**config.mk**
```make
export PLATFORM = sky130hd
export DESIGN_NAME = fir_out_buffer
export DESIGN_NICKNAME = d
export VERILOG_FILES = /design/src/rtl/fir_out_buffer.sv
export SDC_FILE = /design/constraint.sdc
export NUM_CORES = 1
export LEC_CHECK = 0
export CORE_AREA = 3 3 108 110
export DETAILED_ROUTE_END_ITERATION = 7
export DIE_AREA = 0 0 111 113
export MAX_ROUTING_LAYER = met4
export PLACE_DENSITY = 0.73
export SLEW_MARGIN = 10
export SYNTH_ARGS = -nofsm -noshare
export SYNTH_HDL_FRONTEND = slang
export SYNTH_SLANG_ARGS = --single-unit
```
**constraint.sdc**
```tcl
create_clock -name CLK -period 7.3 [get_ports CLK]
set_input_delay 0.73 -clock CLK [delete_from_list [all_inputs] [get_ports CLK]]
set_output_delay 0.73 -clock CLK [all_outputs]
set_load 0.03 [all_outputs]
```
**src/rtl/fir_out_buffer.sv**
```systemverilog
// Output buffer behind fir_filter: optional 1-of-DEC decimation feeding a FWFT FIFO
// with a VOUT/READY handshake and overflow flagging. Optional macro: FIR_BUF_DROP_CNT_EN.
module fir_out_buffer #(
  parameter int NB    = 13,
  parameter int DEPTH = 8,
  parameter int AW    = 3,
  parameter int DEC   = 1
) (
  input  logic          CLK,
  input  logic          RST,
  input  logic [NB-1:0] DIN,
  input  logic          VIN,
  output logic [NB-1:0] DOUT,
  output logic          VOUT,
  input  logic          READY,
  output logic          FULL,
  output logic          EMPTY,
  output logic [AW:0]   COUNT,
  output logic          OVF,
  output logic [7:0]    DROP_CNT
);

  logic [3:0]    r_ph;
  logic [AW-1:0] r_wr_ptr;
  logic [AW-1:0] r_rd_ptr;
  logic [AW:0]   r_count;
  logic          r_ovf;
  logic [NB-1:0] r_mem [DEPTH];

  logic w_full;
  logic w_empty;
  logic w_kept;
  logic w_pop;
  logic w_push;
  logic w_drop;

  always_comb begin
    w_full  = (r_count == (AW+1)'(DEPTH));
    w_empty = (r_count == '0);
    w_kept  = VIN && (r_ph == '0);
    w_pop   = !w_empty && READY;
    w_push  = w_kept && (!w_full || w_pop);
    w_drop  = w_kept && w_full && !w_pop;
  end

  // Phase advances on every valid input, kept or not.
  always_ff @(posedge CLK or posedge RST) begin
    if (RST) begin
      r_ph <= '0;
    end else if (VIN) begin
      if (r_ph == 4'(DEC - 1)) r_ph <= '0;
      else                     r_ph <= r_ph + 4'd1;
    end
  end

  always_ff @(posedge CLK or posedge RST) begin
    if (RST) begin
      r_wr_ptr <= '0;
      r_rd_ptr <= '0;
      r_count  <= '0;
      r_ovf    <= 1'b0;
    end else begin
      if (w_push) r_wr_ptr <= r_wr_ptr + 1'b1;
      if (w_pop)  r_rd_ptr <= r_rd_ptr + 1'b1;
      if (w_push && !w_pop)      r_count <= r_count + 1'b1;
      else if (w_pop && !w_push) r_count <= r_count - 1'b1;
      if (w_drop) r_ovf <= 1'b1;
    end
  end

  always_ff @(posedge CLK) begin
    if (w_push) r_mem[r_wr_ptr] <= DIN;
  end

`ifdef FIR_BUF_DROP_CNT_EN
  logic [7:0] r_drop_cnt;

  always_ff @(posedge CLK or posedge RST) begin
    if (RST)                              r_drop_cnt <= '0;
    else if (w_drop && r_drop_cnt != '1)  r_drop_cnt <= r_drop_cnt + 8'd1;
  end

  assign DROP_CNT = r_drop_cnt;
`else
  assign DROP_CNT = '0;
`endif

  // Gate the unreset memory so DOUT reads 0 whenever nothing is buffered.
  assign DOUT  = w_empty ? '0 : r_mem[r_rd_ptr];
  assign VOUT  = !w_empty;
  assign FULL  = w_full;
  assign EMPTY = w_empty;
  assign COUNT = r_count;
  assign OVF   = r_ovf;

endmodule

```
## After elaboration in Yosys (flattened, before gate mapping)

Memories as Yosys holds them, arrays and structs flattened.
Index checks and enable logic that the tools add are counted.

| word-level totals | value |
|---|---|
| bits in registers | 15 |
| memory bits (writable) | 104 |
| input bits | 17 |
| output and inout bits | 29 |
| word-level logic and storage cells | 33 |
| memories | 1 |

| operators by class | value |
|---|---|
| add/subtract/negate cells | 5 |
| eq/ne operators | 1 |
| multiplexer cells | 6 |
| reductions and logical operators | 15 |

Memory list:

| name | words | bits a word | rd ports | clocked after memory_dff | wr ports | line | text |
|---|---|---|---|---|---|---|---|
| r_mem | 8 | 13 | 1 | 0 | 1 | 28 | `logic [NB-1:0] r_mem [DEPTH];` |

Operators with widths:

| operator | number |
|---|---|
| $mux 13 | 1 |
| $mux 4 | 3 |
| $add 4x1->4 const B | 2 |
| $logic_not 4->1 | 2 |
| $logic_and 1x1->1 | 7 |
| $add 3x1->3 const B | 2 |
| $eq 4x4->1 const B | 1 |
| $logic_not 1->1 | 4 |
| $sub 4x1->4 const B | 1 |
| $mux 1 | 2 |
| $reduce_bool 2->1 | 1 |
| $logic_or 1x1->1 | 1 |

## Logic depth before layout (Yosys ltp)

Gate-level depths: netlist (run 1).

| logic depth | value |
|---|---|
| depth after elaboration | 9 |
| depth in mapped cells | 11 |

## Worst setup path after synthesis (run 1)

No wires, ideal clock.

| path | value |
|---|---|
| kind | input to register |
| from | input VIN |
| to | memory r_mem[0][0] (enable) |
| library setup time | 417 ps |
| data arrival time | 2435 ps |
| data required time | 6883 ps |
| path slack | 4448 ps |
| cell stages on the path | 3 |
| cells stage by stage | and4bb_2 o21ai_4 nor4_1 |

| on the way | value |
|---|---|
| word-level cells in the longest chain between the ends | 4 |

Ends and longest elaborated chain:

| element | line | text |
|---|---|---|
| start: declaration | 12 | `input logic VIN,` |
| $logic_and 1x1->1 | 40 | `w_kept = VIN && (r_ph == '0);` |
| $logic_and 1x1->1 | 42 | `w_push = w_kept && (!w_full \|\| w_pop);` |
| $mux 1 | 72 | `if (w_push) r_mem[r_wr_ptr] <= DIN;` |
| $mux 1 (implied by the code) | 72 |  |
| end: declaration | 28 |  |

No other way between the ends.

## Worst setup path in the final report (run 1)

| path | value |
|---|---|
| from | register r_rd_ptr[0] |
| to | output DOUT[10] |

| on the way | value |
|---|---|
| word-level cells in the longest chain between the ends | 2 |

Ends and longest elaborated chain:

| element | line | text |
|---|---|---|
| start: declaration | 25 | `logic [AW-1:0] r_rd_ptr;` |
| start signal: assignment | 64 | `if (w_pop) r_rd_ptr <= r_rd_ptr + 1'b1;` |
| $mem_v2 8x13 | n/a |  |
| $mux 13 | 89 | `assign DOUT = w_empty ? '0 : r_mem[r_rd_ptr];` |
| end: declaration | 13 | `output logic [NB-1:0] DOUT,` |

No other way between the ends.

==> results of run 1 <==
-- sequential cells by signal, indices dropped and copies added (netlist names) --
name	cells
r_mem	104
OVF	1
r_rd_ptr	3
r_wr_ptr	3
r_ph	4
COUNT	4
-- critical path: stages, from the launching register on --
cell,delay [ps]
dfrtp_2,970
mux4_2,600
a22o_1,260
clkdlybuf4s50_1,600
-- area by class of cell --
cell class                      instances  area [µm²]
Inverter                                7        26.3
Clock inverter                         12         110
Tap cell                              140         175
Timing Repair Buffer                   47         445
Fill cell                             845        4870
Clock buffer                           20         425
Sequential cell                       119        3500
Multi-Input combinational cell        110        1240
-- how the worst max path moves through the flow --
stage	start	depth (start not counted)	end	slack (ps)
CTS	r_rd_ptr[0]	3	DOUT[1]	3530
detailed placement	VIN	10	COUNT[3]	3950
global placement	VIN	10	COUNT[3]	4050
floorplan	VIN	3	r_mem[0][0]	4450
global route	r_rd_ptr[0]	3	DOUT[1]	3430
finish	r_rd_ptr[0]	3	DOUT[10]	3620
-- layer usage --
metal / wire, µm / global-route usage (%) / up-vias
met5: 0 / - / -
met4: 79 / 4.93 / 0
met3: 487 / 5.88 / 10
met2: 4460 / 24.7 / 65
met1: 3660 / 18.3 / 1227
li1: - / - / 1088
-- kinds of logic (layout without fill, tap and decap cells) --
family | Yosys count | in the layout | share of synthesized area (%)
AO/OA/AOI/OAI | 23 | 23 | 3.98
XOR/XNOR | 9 | 9 | 1.63
adder cells (fa/ha/maj) | 8 | 8 | 2.22
buffers and inverters | 26 | 86 | 3.03
flip-flops | 119 | 119 | 72.3
multiplexers | 30 | 30 | 13.0
other | 1 | 8 | 0.0775
AND/OR/NAND/NOR | 32 | 32 | 3.72
-- power by group --
part           total (mW)  internal, mW  leakage [nW]  switching, mW
Clock               0.743         0.477         0.267          0.267
Sequential          0.926         0.813          1.12          0.113
Combinational       0.848         0.421         0.666          0.427
-- cells in the final DEF, fill, tap and decap left out, types with 3 or more instances in the layout --
cell type        synthesis  final
conb_1                   1      8
or3_1                    3      3
clkdlybuf4s50_1          0     37
clkbuf_16                0     16
buf_4                    9     10
inv_1                    6      6
dfrtp_1                 15     14
clkbuf_1                 2      3
nor2_1                   7      7
ha_1                     7      7
a22o_1                  13     13
xnor2_1                  8      8
mux4_2                  26     26
clkinv_2                 0      7
nand2_1                  5      5
mux2_2                   3      3
nor3_2                   0      4
edfxtp_1               104    104
-- metrics by stage --
step / total power, mW / hold slack, ps / instance area [µm²] / std cells / util, %
final: 2.52 / 461 / 5930 / 455 / 54.9
after global routing: 2.64 / 480 / 5930 / 455 / 54.9
after CTS: 2.55 / 469 / 5930 / 455 / 54.9
after detailed placement: 1.80 / 452 / 5390 / 423 / 50.0
after global placement: 1.78 / 463 / 5390 / 423 / 50.0
after floorplan: 1.51 / 438 / 4860 / 255 / -
==> metrics.cfg, run 1 <==
[run_status]
result_of_the_run = finished clean

[clock_tree]
post_cts_resized = 0
cts_num_sinks = 119
cts_root_buffer = clkbuf_8
clock_tree.htree_level_count = 4
cts.path.max_buffers = 2
insertion_delay_ps = 510
clk_pin_slew_worst_paths_ps = 50
cts_hold_repair.buffers = 0
tritoncts = yes
tritoncts.num_buffers = 17
cts_setup_buffers = 0

[layout]
syn_to_final_growth_pct = 22.5
finish.net_count = 327
final_layout_size_suffix_gt1_share_pct = 24.1
antenna_cells = 0

[yosys]
ys_types = 39
synth.ff_latch_count = 119
post_synth_inst_count = 248
syn-cell-area_um2 = 4840
synth_area_per_cell_um2 = 19.5
yosysWarningCount = 0
seq_area_frac_synth_pct = 72.3
ys_top_cells_by_count = 104 x edfxtp_1, 26 x mux4_2, 15 x dfrtp_1, 13 x a22o_1, 9 x buf_4
synth_largest_type_area_fraction_pct = 64.6
synth_largest_area_cell = edfxtp_1
async_reset_ff_share_pct = 12.6
synth_edf_count = 104
netlist_top_cells_area = edfxtp_1 65%, mux4_2 12%, dfrtp_1 7.8%, a22o_1 2.4%, ha_1 1.8%
synthFlopType = edfxtp_1
post-synth-top-count-cell = edfxtp_1

[die]
start_util_pct = 44.8
std_cell_rows = 38
die_height_um = 113
floorplan.io_pins = 46
die-area_um2 = 12500
die_width_um = 111
core_region_area_um2 = 10800

[route]
detailed_routing_iteration_count_for_the_pre_antenna_repair_pass = 5
wl_per_cell_um = 19.1
detailroute.via_count = 2390
route.antenna.remaining_nets = 0
route.detailed.drc = 0
first_iter_violations = 193
drt_wirelength_um = 8680
vias_per_instance = 5.25

[global_route]
grt_antenna_before_repair = 0
overflow = 0
first_global_vias = 2488
grt_pass1_wl_um = 13800
track_usage_pct = 15.4
grt_max_degree = 29

[critical_path]
ff2ff_path_depth = 9
timing_worst_setup_path_type = reg -> out
worst-endpoint-required_ps = 6570
crit_path_start_kind = flop
endpoint_kind = output pin
r2r_slack_ps = 4330
cp.arrival_ps = 2950
path_max_fanout = 28
rr_startpoint = COUNT[0]
worst_r2r_endpoint = COUNT[3]

[power]
power_density_nw_per_um2 = 425
p_leak_nw = 2.05
vdd_ir_drop_max_mv = 0.234

[min_path]
holdPathEnd = OVF
hp-start = OVF
min_path_type = reg -> reg
hold-path-cell-count = 1

[sta]
post-route-period-util_pct = 50.4
grt_setup_unrepaired = false
clock_skew_ps = 6.82
tightest_slew_ps = 920
hold_viol_final = 0
finalSetupViolations = 0
tns_setup_ps = 0
min_period_ps = 3680
achievable-frequency_mhz = 272
worst_slew_margin_rel_pct = 38.7
postLayoutSetupSlackWorst_ps = 3620
slew_violations = 0

[placed_design]
detailedPlacementHpwl_um = 5070
preCtsSetupSlack_ps = 3950
gp_congestion = 0.791
place.port_buffers = 37

[flow_run]
drv.max_cap_violation_count = 0

No activity file was read; power rests on OpenSTA's default activity.
==> inputs of run 2 (changes only) <==
clock period = 3.4 ns   (was 7.3 ns; I/O delays follow)
==> run 2 against run 1 <==
  * Power up 120%
  * Clock-buffer cell count is the same
  * Critical path depth grew 3
  * Via count rose by 2.1%
  * Hold slack got worse by 260 ps
  * Non-clock buffer count is 1 higher
==> metrics.cfg, run 2 (synthesis results as in run 1) <==
[power]
p_leak_nw = 2.07
vdd_ir_drop_max_mv = 0.508
power_density_nw_per_um2 = 930

[global_route]
grt_antenna_before_repair = 0
first_global_vias = 2646
grt_pass1_wl_um = 14700
track_usage_pct = 16.4
overflow = 0
grt_max_degree = 27

[clock_tree]
cts_hold_repair.buffers = 0
cts_root_buffer = clkbuf_8
tritoncts = yes
post_cts_resized = 0
cts_num_sinks = 119
tritoncts.num_buffers = 17
cts.path.max_buffers = 2
insertion_delay_ps = 500
cts_setup_buffers = 0
clk_pin_slew_worst_paths_ps = 60
clock_tree.htree_level_count = 4

[layout]
syn_to_final_growth_pct = 23.4
finish.utilization_pct = 55.3
finish.net_count = 328
antenna_cells = 0
layout.cells.most_common = edfxtp_1
max_ffs_per_register = 104
layout.cells.most_common_list = 104 x edfxtp_1, 37 x clkdlybuf4s50_1, 26 x mux4_2, 16 x clkbuf_16, 14 x dfrtp_1
top_register = r_mem
final_layout_size_suffix_gt1_share_pct = 23.7
final_cell_area_um2 = 5970

[route]
drt_wirelength_um = 9200
wl_per_cell_um = 20.2
vias_per_instance = 5.35
detailed_routing_iteration_count_for_the_pre_antenna_repair_pass = 4
route.detailed.drc = 0
first_iter_violations = 166
route.antenna.remaining_nets = 0
detailroute.via_count = 2439

[flow_run]
drv.max_cap_violation_count = 0

[placed_design]
placed_cell_area_um2 = 5410
gp_congestion = 0.773
place.port_buffers = 37
detailedPlacementHpwl_um = 5360

[critical_path]
path_max_fanout = 13
cp.arrival_ps = 2830
crit_end = DOUT[11]
timing.critical_path.from = COUNT[0]
worst_r2r_endpoint = COUNT[3]
crit_path_start_kind = flop
timing_worst_setup_path_type = reg -> out
worst-endpoint-required_ps = 3060
worst_path_largest_cell_delay_ps = 660
ff2ff_path_depth = 9
r2r_slack_ps = 430
worst_path_max_delay_cell = or4_1
endpoint_kind = output pin
critical_path.cell_chain = or4_1 -> inv_2 -> nor2_1 -> buf_4 -> a22o_1 -> clkdlybuf4s50_1
rr_startpoint = COUNT[0]

[sta]
finalSetupViolations = 0
achievable-frequency_mhz = 315
hold_viol_final = 0
tightest_slew_ps = 590
worst_slew_margin_rel_pct = 60.6
tns_setup_ps = 0
grt_setup_unrepaired = false
post-route-period-util_pct = 93.3
min_period_ps = 3170
clock_skew_ps = 7.61
slew_violations = 0
fin_worst_hold_slack_ps = 201

[min_path]
min_path_type = in -> async

[die]
core_region_area_um2 = 10800
start_util_pct = 44.8
std_cell_rows = 38
die-area_um2 = 12500
die_height_um = 113
die_width_um = 111
floorplan.io_pins = 46

[run_status]
result_of_the_run = finished clean

==> run 2: final cells by class <==
class	count	area, µm²
inverter	7	26.3
tap	140	175
fill	851	4820
timing repair buffer	48	465
multi-input combinational	110	1240
clock inverter	12	134
sequential	119	3500
clock buffer	20	425
==> run 2: worst max-delay path, delay by kind of cell (launching register included) <==
family	cells	cell delay, ps
buf+inv	3	910
flops	1	450
simple gates	2	710
compound gates	1	260
==> run 2: per-layer routing <==
layer	track usage (%)	wire [µm]	vias to the layer above
met2	27.4	4790	69
met4	5.42	122	0
met3	4.44	411	13
li1	-	-	1099
met1	19.4	3880	1258
met5	-	0	-
==> run 2: power by group <==
part / internal [mW] / total [mW] / switching, mW / leakage (nW)
registers: 1.75 / 1.92 / 0.169 / 1.12
logic: 0.929 / 1.95 / 1.02 / 0.675
clock network: 1.10 / 1.68 / 0.583 / 0.276
total: 3.78 / 5.55 / 1.77 / 2.07
==> run 2: metrics by stage <==
stage	power, mW	instances	setup slack (ps)
floorplan	3.25	255	567
global placement	3.86	424	532
detailed placement	3.91	424	439
CTS	5.61	456	188
global route	5.82	456	94.5
finish	5.55	456	229
==> run 2: worst min path at each step <==
stage / start / end / slack [ps]
after floorplan: RST / COUNT[0] / 240
after global placement: OVF / OVF / 460
after detailed placement: OVF / OVF / 450
after CTS: RST / OVF / 210
after global routing: RST / r_ph[1] / 240
final: RST / OVF / 200
==> inputs of run 3 (changes only) <==
CAP_MARGIN = 20   (was default)
==> results of run 3 <==
The final DEF is identical to that of run 2; final timing and power are the same.
